<file path="config.mk">
export PLATFORM = sky130hd
export DESIGN_NAME = bcd_to_bin_seq
export DESIGN_NICKNAME = d
export VERILOG_FILES = /design/src/rtl/bcd_to_bin_seq.sv
export SDC_FILE = /design/constraint.sdc
export NUM_CORES = 1
export LEC_CHECK = 0
export CAP_MARGIN = 30
export CORE_MARGIN = 2
export CORE_UTILIZATION = 40
export DETAILED_ROUTE_END_ITERATION = 10
export GPL_TIMING_DRIVEN = 1
export PLACE_DENSITY_LB_ADDON = 0.15
export SETUP_SLACK_MARGIN = 0.02
export SYNTH_ARGS = -nofsm -noshare
export SYNTH_HDL_FRONTEND = slang
export SYNTH_SLANG_ARGS = --single-unit
export TNS_END_PERCENT = 5
</file>
<file path="constraint.sdc">
create_clock -name clk -period 1.91 [get_ports clk]
set_clock_uncertainty 0.15 [all_clocks]
set_input_delay 0.382 -clock clk [delete_from_list [all_inputs] [get_ports clk]]
set_output_delay 0.382 -clock clk [all_outputs]
set_load 0.02 [all_outputs]
</file>
<file path="src/rtl/bcd_to_bin_seq.sv">
`default_nettype none
// ============================================================================
// Module      : bcd_to_bin_seq
// Description : Multi-cycle packed-BCD to unsigned binary converter using
//               reverse double-dabble. It performs one shift-right step per
//               clock, and then subtracts 3 from every BCD nibble that is 8 or
//               more. It uses a start/busy/done handshake.
// Ports       : clk     - system clock, rising edge
//               rst     - asynchronous active-high reset
//               start   - conversion request, sampled in IDLE and DONE
//               bcd_in  - packed BCD, nibble 0 = ones digit
//               busy    - conversion in progress
//               done    - one-cycle pulse when bin_out/err update
//               err     - some input nibble was >9 (held until next start)
//               bin_out - converted value (held until next start)
// Revision    : 1.0 - initial release
// ============================================================================
module bcd_to_bin_seq #(
  parameter int DIGITS = 2,
  parameter int BIN_W  = 7
) (
  input  logic                  clk,
  input  logic                  rst,
  input  logic                  start,
  input  logic [4*DIGITS-1:0]   bcd_in,
  output logic                  busy,
  output logic                  done,
  output logic                  err,
  output logic [BIN_W-1:0]      bin_out
);

  localparam int SR_W  = 4*DIGITS + BIN_W;
  localparam int CNT_W = $clog2(BIN_W + 1);

  function automatic longint pow10(input int n);
    longint r;
    r = 1;
    for (int k = 0; k < n; k++) r = r * 10;
    return r;
  endfunction

  localparam longint MAX_DEC   = pow10(DIGITS);
  localparam longint BIN_RANGE = longint'(1) << BIN_W;

  // Reject parameter sets that could not represent the largest decimal input.
  generate
    if (DIGITS < 1) begin : g_digits_check
      $error("bcd_to_bin_seq: DIGITS must be >= 1");
    end
    if (BIN_RANGE < MAX_DEC) begin : g_bin_w_check
      $error("bcd_to_bin_seq: BIN_W too small, need 2**BIN_W >= 10**DIGITS");
    end
  endgenerate

  typedef enum logic [1:0] {
    S_IDLE = 2'd0,
    S_CONV = 2'd1,
    S_DONE = 2'd2
  } state_t;

  state_t             state_q;
  logic [SR_W-1:0]    sr_q;
  logic [CNT_W-1:0]   cnt_q;
  logic               busy_q;
  logic               done_q;
  logic               err_q;
  logic [BIN_W-1:0]   bin_q;

  logic [SR_W-1:0]    sr_d;
  logic               in_valid_d;

  // The input is accepted only if every nibble is a legal decimal digit.
  always_comb begin
    in_valid_d = 1'b1;
    for (int i = 0; i < DIGITS; i++) begin
      if (bcd_in[4*i +: 4] > 4'd9) in_valid_d = 1'b0;
    end
  end

  // This is one reverse double-dabble iteration. A nibble that is 8 or more
  // after the shift held an odd digit value in the higher decade. Subtracting
  // 3 removes the excess, because 16/2 - 10/2 = 3.
  always_comb begin
    sr_d = sr_q >> 1;
    for (int i = 0; i < DIGITS; i++) begin
      if (sr_d[BIN_W + 4*i +: 4] >= 4'd8)
        sr_d[BIN_W + 4*i +: 4] = sr_d[BIN_W + 4*i +: 4] - 4'd3;
    end
  end

  always_ff @(posedge clk or posedge rst) begin
    if (rst) begin
      state_q <= S_IDLE;
      sr_q    <= '0;
      cnt_q   <= '0;
      busy_q  <= 1'b0;
      done_q  <= 1'b0;
      err_q   <= 1'b0;
      bin_q   <= '0;
    end else begin
      case (state_q)
        // DONE accepts a new request exactly like IDLE, so back-to-back
        // operation does not lose a request.
        S_IDLE, S_DONE: begin
          busy_q <= 1'b0;
          done_q <= 1'b0;
          if (start) begin
            cnt_q <= '0;
            if (in_valid_d) begin
              sr_q    <= {bcd_in, {BIN_W{1'b0}}};
              busy_q  <= 1'b1;
              state_q <= S_CONV;
            end else begin
              sr_q    <= '0;
              err_q   <= 1'b1;
              bin_q   <= '0;
              done_q  <= 1'b1;
              state_q <= S_DONE;
            end
          end else begin
            state_q <= S_IDLE;
          end
        end

        S_CONV: begin
          sr_q  <= sr_d;
          cnt_q <= cnt_q + CNT_W'(1);
          if (cnt_q == CNT_W'(BIN_W - 1)) begin
            bin_q   <= sr_d[BIN_W-1:0];
            err_q   <= 1'b0;
            busy_q  <= 1'b0;
            done_q  <= 1'b1;
            state_q <= S_DONE;
          end
        end

        default: begin
          state_q <= S_IDLE;
          busy_q  <= 1'b0;
          done_q  <= 1'b0;
        end
      endcase
    end
  end

  assign busy    = busy_q;
  assign done    = done_q;
  assign err     = err_q;
  assign bin_out = bin_q;

endmodule
`default_nettype wire

</file>
; ---- After elaboration in Yosys (flattened, before gate mapping)
; Index checks and enable logic that the tools add are counted.
[word_totals]
wordCells = 53
inputBits = 11
reg_bits = 30
output_inout_bits = 10
[op_classes]
n_reduce_logical = 5
eq_ne = 6
addsub = 3
mux = 28
magnitude_cmp = 4
[op_table]
columns = operator, n
row1 = 15-bit 2-to-1 mux, 2
row2 = 15-bit case mux with 2 select lines, 1
row3 = 7-bit 2-to-1 mux, 3
row4 = 7-bit case mux with 2 select lines, 1
row5 = 1-bit 2-to-1 mux, 10
row6 = 4-bit greater-than comparator (second input constant), 2
row7 = 4-bit 2-to-1 mux, 2
row8 = 2-bit 2-to-1 mux, 3
row9 = 2-bit != test (second input constant), 3
row10 = 1-bit case mux with 2 select lines, 3
row11 = 3-bit case mux with 2 select lines, 1
row12 = 3-bit by 4-bit >= comparator with 1-bit output (second input constant), 1
row13 = 4-bit >= comparator (second input constant), 1
row14 = 2-bit case mux with 2 select lines, 1
row15 = 4-bit AND reduction, 1
row16 = 3-bit by 2-bit subtractor with 4-bit output (second input constant), 1
row17 = 4-bit by 2-bit subtractor with 4-bit output (second input constant), 1
row18 = 3-bit by 1-bit adder with 3-bit output (second input constant), 1
row19 = 3-bit equality test (second input constant), 1
row20 = 3-bit 2-to-1 mux, 1
row21 = 2-bit by 1-bit equality test with 1-bit output (second input constant), 1
row22 = 2-bit equality test (second input constant), 1
row23 = 2-bit zero test, 1
row24 = 2-bit AND reduction, 1
row25 = other kinds (2), 2

; ---- Logic depth before layout (Yosys ltp)
; Gate-level depths: netlist of run 1.
[depth]
ltp_word = 6
ltp_mapped = 5
depth_no_buf = 5

; ---- Worst setup path after synthesis of run 1
; OpenSTA, ideal clock, no wires.
[synth_timing]
path_kind = reg-to-reg
start = register state_q[1]
end = register cnt_q[2]
path_stages_with_launch = 5
setup_time_ns = 0.080
t_arrival_ns = 1.225
n_path_buf = 1
path_slack_ns = 0.455
synth_period_minus_slack_ns = 1.455
required_ns = 1.680
cell_sequence = dfrtp_1 > nand2b_4 > buf_6 > mux2_4 > mux2i_4
[synth_via]
elab_chain_len = 4
elab_cells_between_ends = 8
cone_classes = 3 x eq/ne / 1 x mux / 4 x reduce/logical
[synth_rtl]
columns = item, line
row1 = from (decl), 61  ; state_t state_q;
row2 = from (signal assigned), 93  ; state_q <= S_IDLE;
row3 = from (signal assigned), 112  ; state_q <= S_CONV;
row4 = from (signal assigned), 118  ; state_q <= S_DONE;
row5 = 2-bit equality test or 2-bit zero test (tied branches), 101  ; case (state_q)
row6 = 2-bit OR reduction, 101
row7 = 2-bit != test (no line) or 2-bit nonzero test (tied branches), --
row8 = 2-bit AND reduction (no line), --
row9 = to (signal assigned), 127  ; cnt_q <= cnt_q + CNT_W'(1);
row10 = to (decl), 63  ; logic [CNT_W-1:0] cnt_q;
; Parallel ways exist; a longest one is shown, timed or not.
; A chain may end at the register's enable or synchronous reset.

; ---- Final worst setup path of run 1
[layout_timing]
start = register bin_q[3] (netlist: bin_out[3])
end = output bin_out[3]
[layout_lines]
columns = item, line
row1 = from (decl), 67  ; logic [BIN_W-1:0] bin_q;
row2 = from (signal assigned), 129  ; bin_q <= sr_d[BIN_W-1:0];
row3 = to (decl), 29  ; output logic [BIN_W-1:0] bin_out
; No word-level cell between the ends.

==> metrics.yaml, run 1 <==
yosysWarnings: 0
outcome: "finished clean"
grt_pass1_wl_um: 4910
max_freq_mhz: 546
grt_max_degree: 29
die_h_um: 62.7
ios: 21
avgViaCountPerCell: 5.16
setup_viol: 0
drc: 0
grt_antenna_before_repair: 0
fp.dieArea_um2: 3930
rows: 21
path_cells: "clkdlybuf4s50_1"
dr.pass1.iters: 4
syn-mean-instance-area_um2: 11.5
setup_tns_ps: 0
path_delay_family: "buffers and inverters"
grt_remaining_overflow: 0
cts_setup_buffers: 0
diodes: 0
end_kind: "output pin"
final_hold_viol_count: 0
path_class: "flip-flop to output pin"
slowest_delay_ps: 600
cts_tree: "done"
cp-start-kind: "flip-flop"
numCtsBuffers: 3
p_leak_nw: 0.847
cp_max_fo: 2
r2r_setup_slack_ps: 280
vias: 980
drtIter0Drc: 35
cp.required_ps: 1380
yosysUniqueCellTypes: 34
cts-root-buf: "clkbuf_4"
synthCells: 120
worst_pin_slew_ps: 428
cts_max_path_buffers: 2
min_period_ps: 1830
reg2reg_from: "state_q[0]$_DFFE_PP0N_"
ys_ff_latch: 28
clk_pin_slew_ps: 150
setup_ws_ps: 79.9
grt_use_total: 0.157
report.final.slew_viol_count: 0
antenna_left: 0
routed_wl_um: 2700
worst-path-buf-inv: 1
crit_arrival_ps: 1300
synth-seq-area-share: 0.509
p_per_area_nw_per_um2: 1230
dp_hpwl_um: 1980
floorplan.initialDensity: 0.416
max-vdd-ir-drop_mv: 0.456
synth.net_count: 135
final_layout_size_suffix_gt1_frac: 0.139
drv_cap: 0
syn2layout_area_growth_pct: 23.2
cp_slowest_cell: "clkdlybuf4s50_1"
wl_per_cell_um: 14.2
port_buffers: 20
htreeDepth: 1
first_global_vias: 1032
r2r_cells: 3
cts.sinks: 28
coreArea_um2: 3310
nNetsFinal: 160
gp_congestion: 0.778
r2r_end: "sr_q[9]$_DFFE_PP0P_"
insertion_delay_ps: 330
hold_path_class: "primary input to async pin"
period_share: 0.958
fill_cells: 333
final_core_util: 0.512
fp.dieW_um: 62.7
place_ws_ps: 11.2
holdWs_ps: 237
rsz0062_at_grt: "no"
slew-limit-headroom: 0.715
syn_area_um2: 1380
==> how the worst max path moves through the flow <==
stage / start / slack (ps) / cells past startpoint / endpoint
2_1_floorplan: state_q[1]$_DFFE_PP0N_ / 450 / 4 / cnt_q[2]$_DFFE_PP0P_
3_3_place_gp: bcd_in[6] / 70 / 4 / state_q[1]$_DFFE_PP0N_
3_5_place_dp: bcd_in[6] / 10 / 4 / state_q[1]$_DFFE_PP0N_
4_1_cts: bin_out[1]$_DFFE_PP0P_ / 50 / 1 / bin_out[1]
5_1_grt: bin_out[3]$_DFFE_PP0P_ / 20 / 1 / bin_out[3]
6_report: bin_out[3]$_DFFE_PP0P_ / 80 / 1 / bin_out[3]
==> layer usage <==
metal	up-vias	global-route usage	part of all wire
li1	485	-	-
met1	474	0.214	0.48
met2	17	0.262	0.48
met3	4	0.0216	0.027
met4	0	0.0417	0.011
met5	-	0	0
==> synthesized netlist by cell type <==
library cell,number,area share
dfrtp_1,28,0.51
nand2_1,12,0.033
o2bb2ai_1,8,0.051
a21oi_1,7,0.025
a22o_1,6,0.038
nand4_1,6,0.027
inv_1,5,0.014
nor2_1,5,0.014
ha_1,4,0.036
nand3_1,4,0.015
a22oi_1,3,0.016
buf_6,3,0.025
o21ai_1,3,0.011
buf_4,2,0.011
mux2i_1,2,0.015
nand2b_1,2,0.0091
o21ai_0,2,0.0073
o21ai_2,2,0.013
a21o_1,1,0.0055
a21oi_4,1,0.012
a221o_1,1,0.0073
and2b_4,1,0.0073
and4b_1,1,0.0073
mux2_2,1,0.0082
mux2_4,1,0.011
mux2i_4,1,0.016
nand2b_4,1,0.010
nand4b_1,1,0.0064
nor2_4,1,0.0082
nor2b_4,1,0.010
o211ai_1,1,0.0055
or2_1,1,0.0045
xnor2_1,1,0.0064
xor2_1,1,0.0064
==> registers in the layout, indices dropped and copies added, names as in the netlist <==
signal / cells
bin_out: 7
busy: 1
cnt_q: 3
err: 1
sr_q: 14
state_q: 2
==> through the flow <==
| step | cell area (um2) | total power, mW | instances |
|---|---|---|---|
| after detailed placement | 1620 | 1.72 | 186 |
| after global placement | 1620 | 1.70 | 186 |
| after CTS | 1680 | 2.11 | 190 |
| after floorplan | 1380 | 1.56 | 120 |
| final | 1700 | 2.08 | 190 |
| after global routing | 1700 | 2.27 | 190 |
==> power breakdown <==
part	leakage, nW	total [mW]	switching (mW)	internal [mW]
registers	0.365	0.955	0.193	0.762
clock network	0.0279	0.386	0.174	0.212
logic	0.454	0.741	0.378	0.364
total	0.847	2.08	0.745	1.34
==> what timing repair did <==
item                                    CTS  global route
hold buffers                              0             0
pin swaps                                 0             0
endpoints found under the setup margin    1             8
resized for setup                         2             8
==> placed cells by master (no fill, tap or decap), types with 2 or more instances in the layout <==
cell type and n:
inv_1 5, nand4_1 6, nand3_1 4, dlymetal6s2s_1 8, ha_1 4, nand2_1 12, o21ai_2 2, dfrtp_1 27
buf_4 5, a22oi_1 3, o2bb2ai_1 8, clkbuf_4 3, mux2i_1 2, a22o_1 6, nand2b_1 2, clkdlybuf4s50_1 11
o21ai_0 2, a21oi_1 7, nor2_1 5, o21ai_1 3
==> final cells by class <==
class                   instances  area [um2]  share of cell area
well taps                      46        57.6              0.0339
inverters                       5        18.8              0.0111
clock inverters                 1        30.0              0.0177
repair buffers                 25         256               0.151
multi-input cells              82         608               0.359
clock buffers                   3        22.5              0.0133
flip-flops and latches         28         702               0.414
==> kinds of logic (layout without fill, tap and decap cells) <==
kind of cell | count (synthesis) | count (layout) | share of synthesized area
adder cells (fa/ha/maj) | 4 | 4 | 0.0364
AO/OA/AOI/OAI | 35 | 35 | 0.192
flip-flops | 28 | 28 | 0.509
AND/OR/NAND/NOR | 36 | 36 | 0.151
XOR/XNOR | 2 | 2 | 0.0127
buffers and inverters | 10 | 34 | 0.0491
multiplexers | 5 | 5 | 0.0500
No activity file was read; power rests on OpenSTA's default activity.
==> run 2: changes to the inputs <==
--- a/config.mk
+++ b/config.mk
@@ -8,6 +8,7 @@
 export CAP_MARGIN = 30
 export CORE_MARGIN = 2
 export CORE_UTILIZATION = 40
+export CTS_CLUSTER_DIAMETER = 50
 export DETAILED_ROUTE_END_ITERATION = 10
 export GPL_TIMING_DRIVEN = 1
 export PLACE_DENSITY_LB_ADDON = 0.15
==> results of run 2 <==
Final layout, timing and power as in run 1 (identical DEF).
==> run 3: changes to the inputs <==
--- a/config.mk
+++ b/config.mk
@@ -6,6 +6,7 @@
 export NUM_CORES = 1
 export LEC_CHECK = 0
 export CAP_MARGIN = 30
+export CORE_ASPECT_RATIO = 0.8
 export CORE_MARGIN = 2
 export CORE_UTILIZATION = 40
 export CTS_CLUSTER_DIAMETER = 50
==> run 3 against run 2 <==
Critical endpoint is now bin_out[4]. Die area about the same. Highest routed layer unchanged. Maximum frequency up 3.6%. Non-clock buffer count did not move. Critical path depth unchanged. Worst setup slack improved by 63 ps. Cell count down 2.6%. Wire length down 2.6%. Count of clock-buffer cells in the layout unchanged. Total power decreased by 3.7%. Largest cell class unchanged.
==> metrics.yaml, run 3 (synthesized netlist as in run 1, its figures left out) <==
seqPwrFrac: 0.475  # +0.016
place_ws_ps: -5.86  # -17.1 ps
drtIter0Drc: 50  # +43%
cp_max_fo: 2  # unchanged
fp.dieW_um: 69.6  # +11%
crit_start: "bin_out[4]$_DFFE_PP0P_"
cts-hold-fix-buffers: 0  # unchanged
outcome: "finished clean"
r2r_cells: 3  # unchanged
path_cells: "clkdlybuf4s50_1"
setup_viol: 0  # unchanged
drv_cap: 0  # unchanged
floorplan.initialDensity: 0.411  # -0.00512
htreeDepth: 1  # unchanged
die_h_um: 56.5  # -9.9%
vias: 965  # -1.5%
min_period_ps: 1770  # -62.8 ps
cts_setup_buffers: 0  # unchanged
worst-path-buf-inv: 1  # unchanged
antenna_left: 0  # unchanged
cts_max_path_buffers: 2  # unchanged
rows: 19  # -9.5%
numCtsBuffers: 3  # unchanged
insertion_delay_ps: 270  # -60 ps
cp_slowest_cell: "clkdlybuf4s50_1"
wl_per_cell_um: 14.2  # about the same
dp_hpwl_um: 1940  # -2.2%
cts-root-buf: "clkbuf_8"
setup_ws_ps: 143  # +62.8 ps
p_per_area_nw_per_um2: 1210  # -1.5%
pwr-share-clk: 0.155  # -0.030
reg2reg_from: "state_q[0]$_DFFE_PP0N_"
rsz0062_at_grt: "no"
routed_wl_um: 2630  # -2.6%
final_area_um2: 1660  # -2.2%
report.final.slew_viol_count: 0  # unchanged
port_buffers: 20  # unchanged
place_area_um2: 1620  # -0.31%
max_freq_mhz: 566  # +3.6%
nNetsFinal: 160  # unchanged
grt_antenna_before_repair: 0  # unchanged
top_register: "sr_q"
end_kind: "output pin"
final_hold_viol_count: 0  # unchanged
final_common_cell: "dfrtp_1"
cp.required_ps: 1380  # about the same
first_global_vias: 934  # -9.5%
drc: 0  # unchanged
cts_tree: "done"
switchingPower_mw: 0.738  # -0.94%
sw_frac_of_total: 0.368  # +0.0103
layout_common_cells: "dfrtp_1 (28), clkdlybuf4s50_1 (19), nand2_1 (12)"
cp-start-kind: "flip-flop"
grt_remaining_overflow: 0  # unchanged
grt_max_degree: 29  # unchanged
cts.sinks: 28  # unchanged
ios: 21  # unchanged
clk_pin_slew_ps: 90  # -60 ps
gp_congestion: 0.776  # -0.33%
p_leak_nw: 0.714  # -16%
design_power_total_mw: 2.00  # -3.7%
internal-power_mw: 1.27  # -5.3%
slowest_delay_ps: 600  # about the same
coreArea_um2: 3350  # +1.2%
path_delay_family: "buffers and inverters"
worst_pin_slew_ps: 419  # -8.66 ps
fp.dieArea_um2: 3930  # about the same
largest_reg_flops: 14  # unchanged
diodes: 0  # unchanged
crit_cells: 1  # unchanged
path_class: "flip-flop to output pin"
crit_arrival_ps: 1240  # -60 ps
fill_cells: 302  # -9.3%
max-vdd-ir-drop_mv: 0.737  # +61%
avgViaCountPerCell: 5.22  # +1.1%
dr.pass1.iters: 4  # unchanged
hold_path_class: "primary input to async pin"
syn2layout_area_growth_pct: 20.5
grt_use_total: 0.147  # -0.0101
pwr-share-comb: 0.370  # +0.014
slew-limit-headroom: 0.720  # +0.00577
period_share: 0.925  # -0.0329
grt_pass1_wl_um: 4570  # -6.9%
final_layout_size_suffix_gt1_frac: 0.126  # -0.0130
-- run 3: changes by cell type in the layout (fill, tap and decap cells not counted) --
cell             previous run  this run
clkdlybuf4s50_1            11        19
dlymetal6s2s_1              8         0
clkbuf_4                    3         0
clkbuf_8                    0         3
bufinv_16                   1         0
dfrtp_1                    27        28
dfrtp_2                     1         0
-- run 3: metrics by stage --
step / util / std cells / hold slack, ps / setup TNS (ps)
after floorplan: - / 120 / 297 / 0
after global placement: 0.483 / 182 / 311 / 0
after detailed placement: 0.483 / 182 / 322 / -5.86
after CTS: 0.495 / 185 / 327 / 0
after global routing: 0.495 / 185 / 369 / 0
final: 0.495 / 185 / 315 / 0
-- run 3: layer usage --
metal	up-vias	global-route usage	routed length, um
li1	484	-	-
met1	465	0.215	1380
met2	13	0.227	1170
met3	3	0.0377	72
met4	0	0.0168	10
met5	-	0	0
-- run 3: repair_timing --
item                                   4_1_cts  5_1_grt
gates resized for setup                      1        0
setup endpoints to repair                    1        0
endpoints found under the hold margin        0        0
-- run 3: final timing paths --
path	slack [ps]	endpoint
setup / recovery	140	bin_out[4]
hold / removal	310	sr_q[4]$_DFFE_PP0P_
setup reg to reg	300	sr_q[9]$_DFFE_PP0P_
hold reg to reg	340	err$_DFFE_PP0P_
max in group asynchronous	1040	cnt_q[2]$_DFFE_PP0P_
min in group clk	340	err$_DFFE_PP0P_
-- run 3: area by class of cell --
cell class,instances,area (um2),share of cell area
flip-flops and latches,28,701,0.423
multi-input cells,82,608,0.367
repair buffers,25,236,0.143
well taps,42,52.6,0.0317
clock buffers,3,41.3,0.0249
inverters,5,18.8,0.0113
-- run 3: power by group through the flow --
| stage | sequential [mW] | clock (mW) | combinational, mW |
|---|---|---|---|
| 4_1_cts | 0.955 | 0.320 | 0.746 |
| 2_1_floorplan | 0.915 | 0 | 0.641 |
| 3_5_place_dp | 0.969 | 0 | 0.747 |
| 3_3_place_gp | 0.961 | 0 | 0.740 |
| 6_report | 0.953 | 0.311 | 0.741 |
| 5_1_grt | 0.984 | 0.341 | 0.835 |
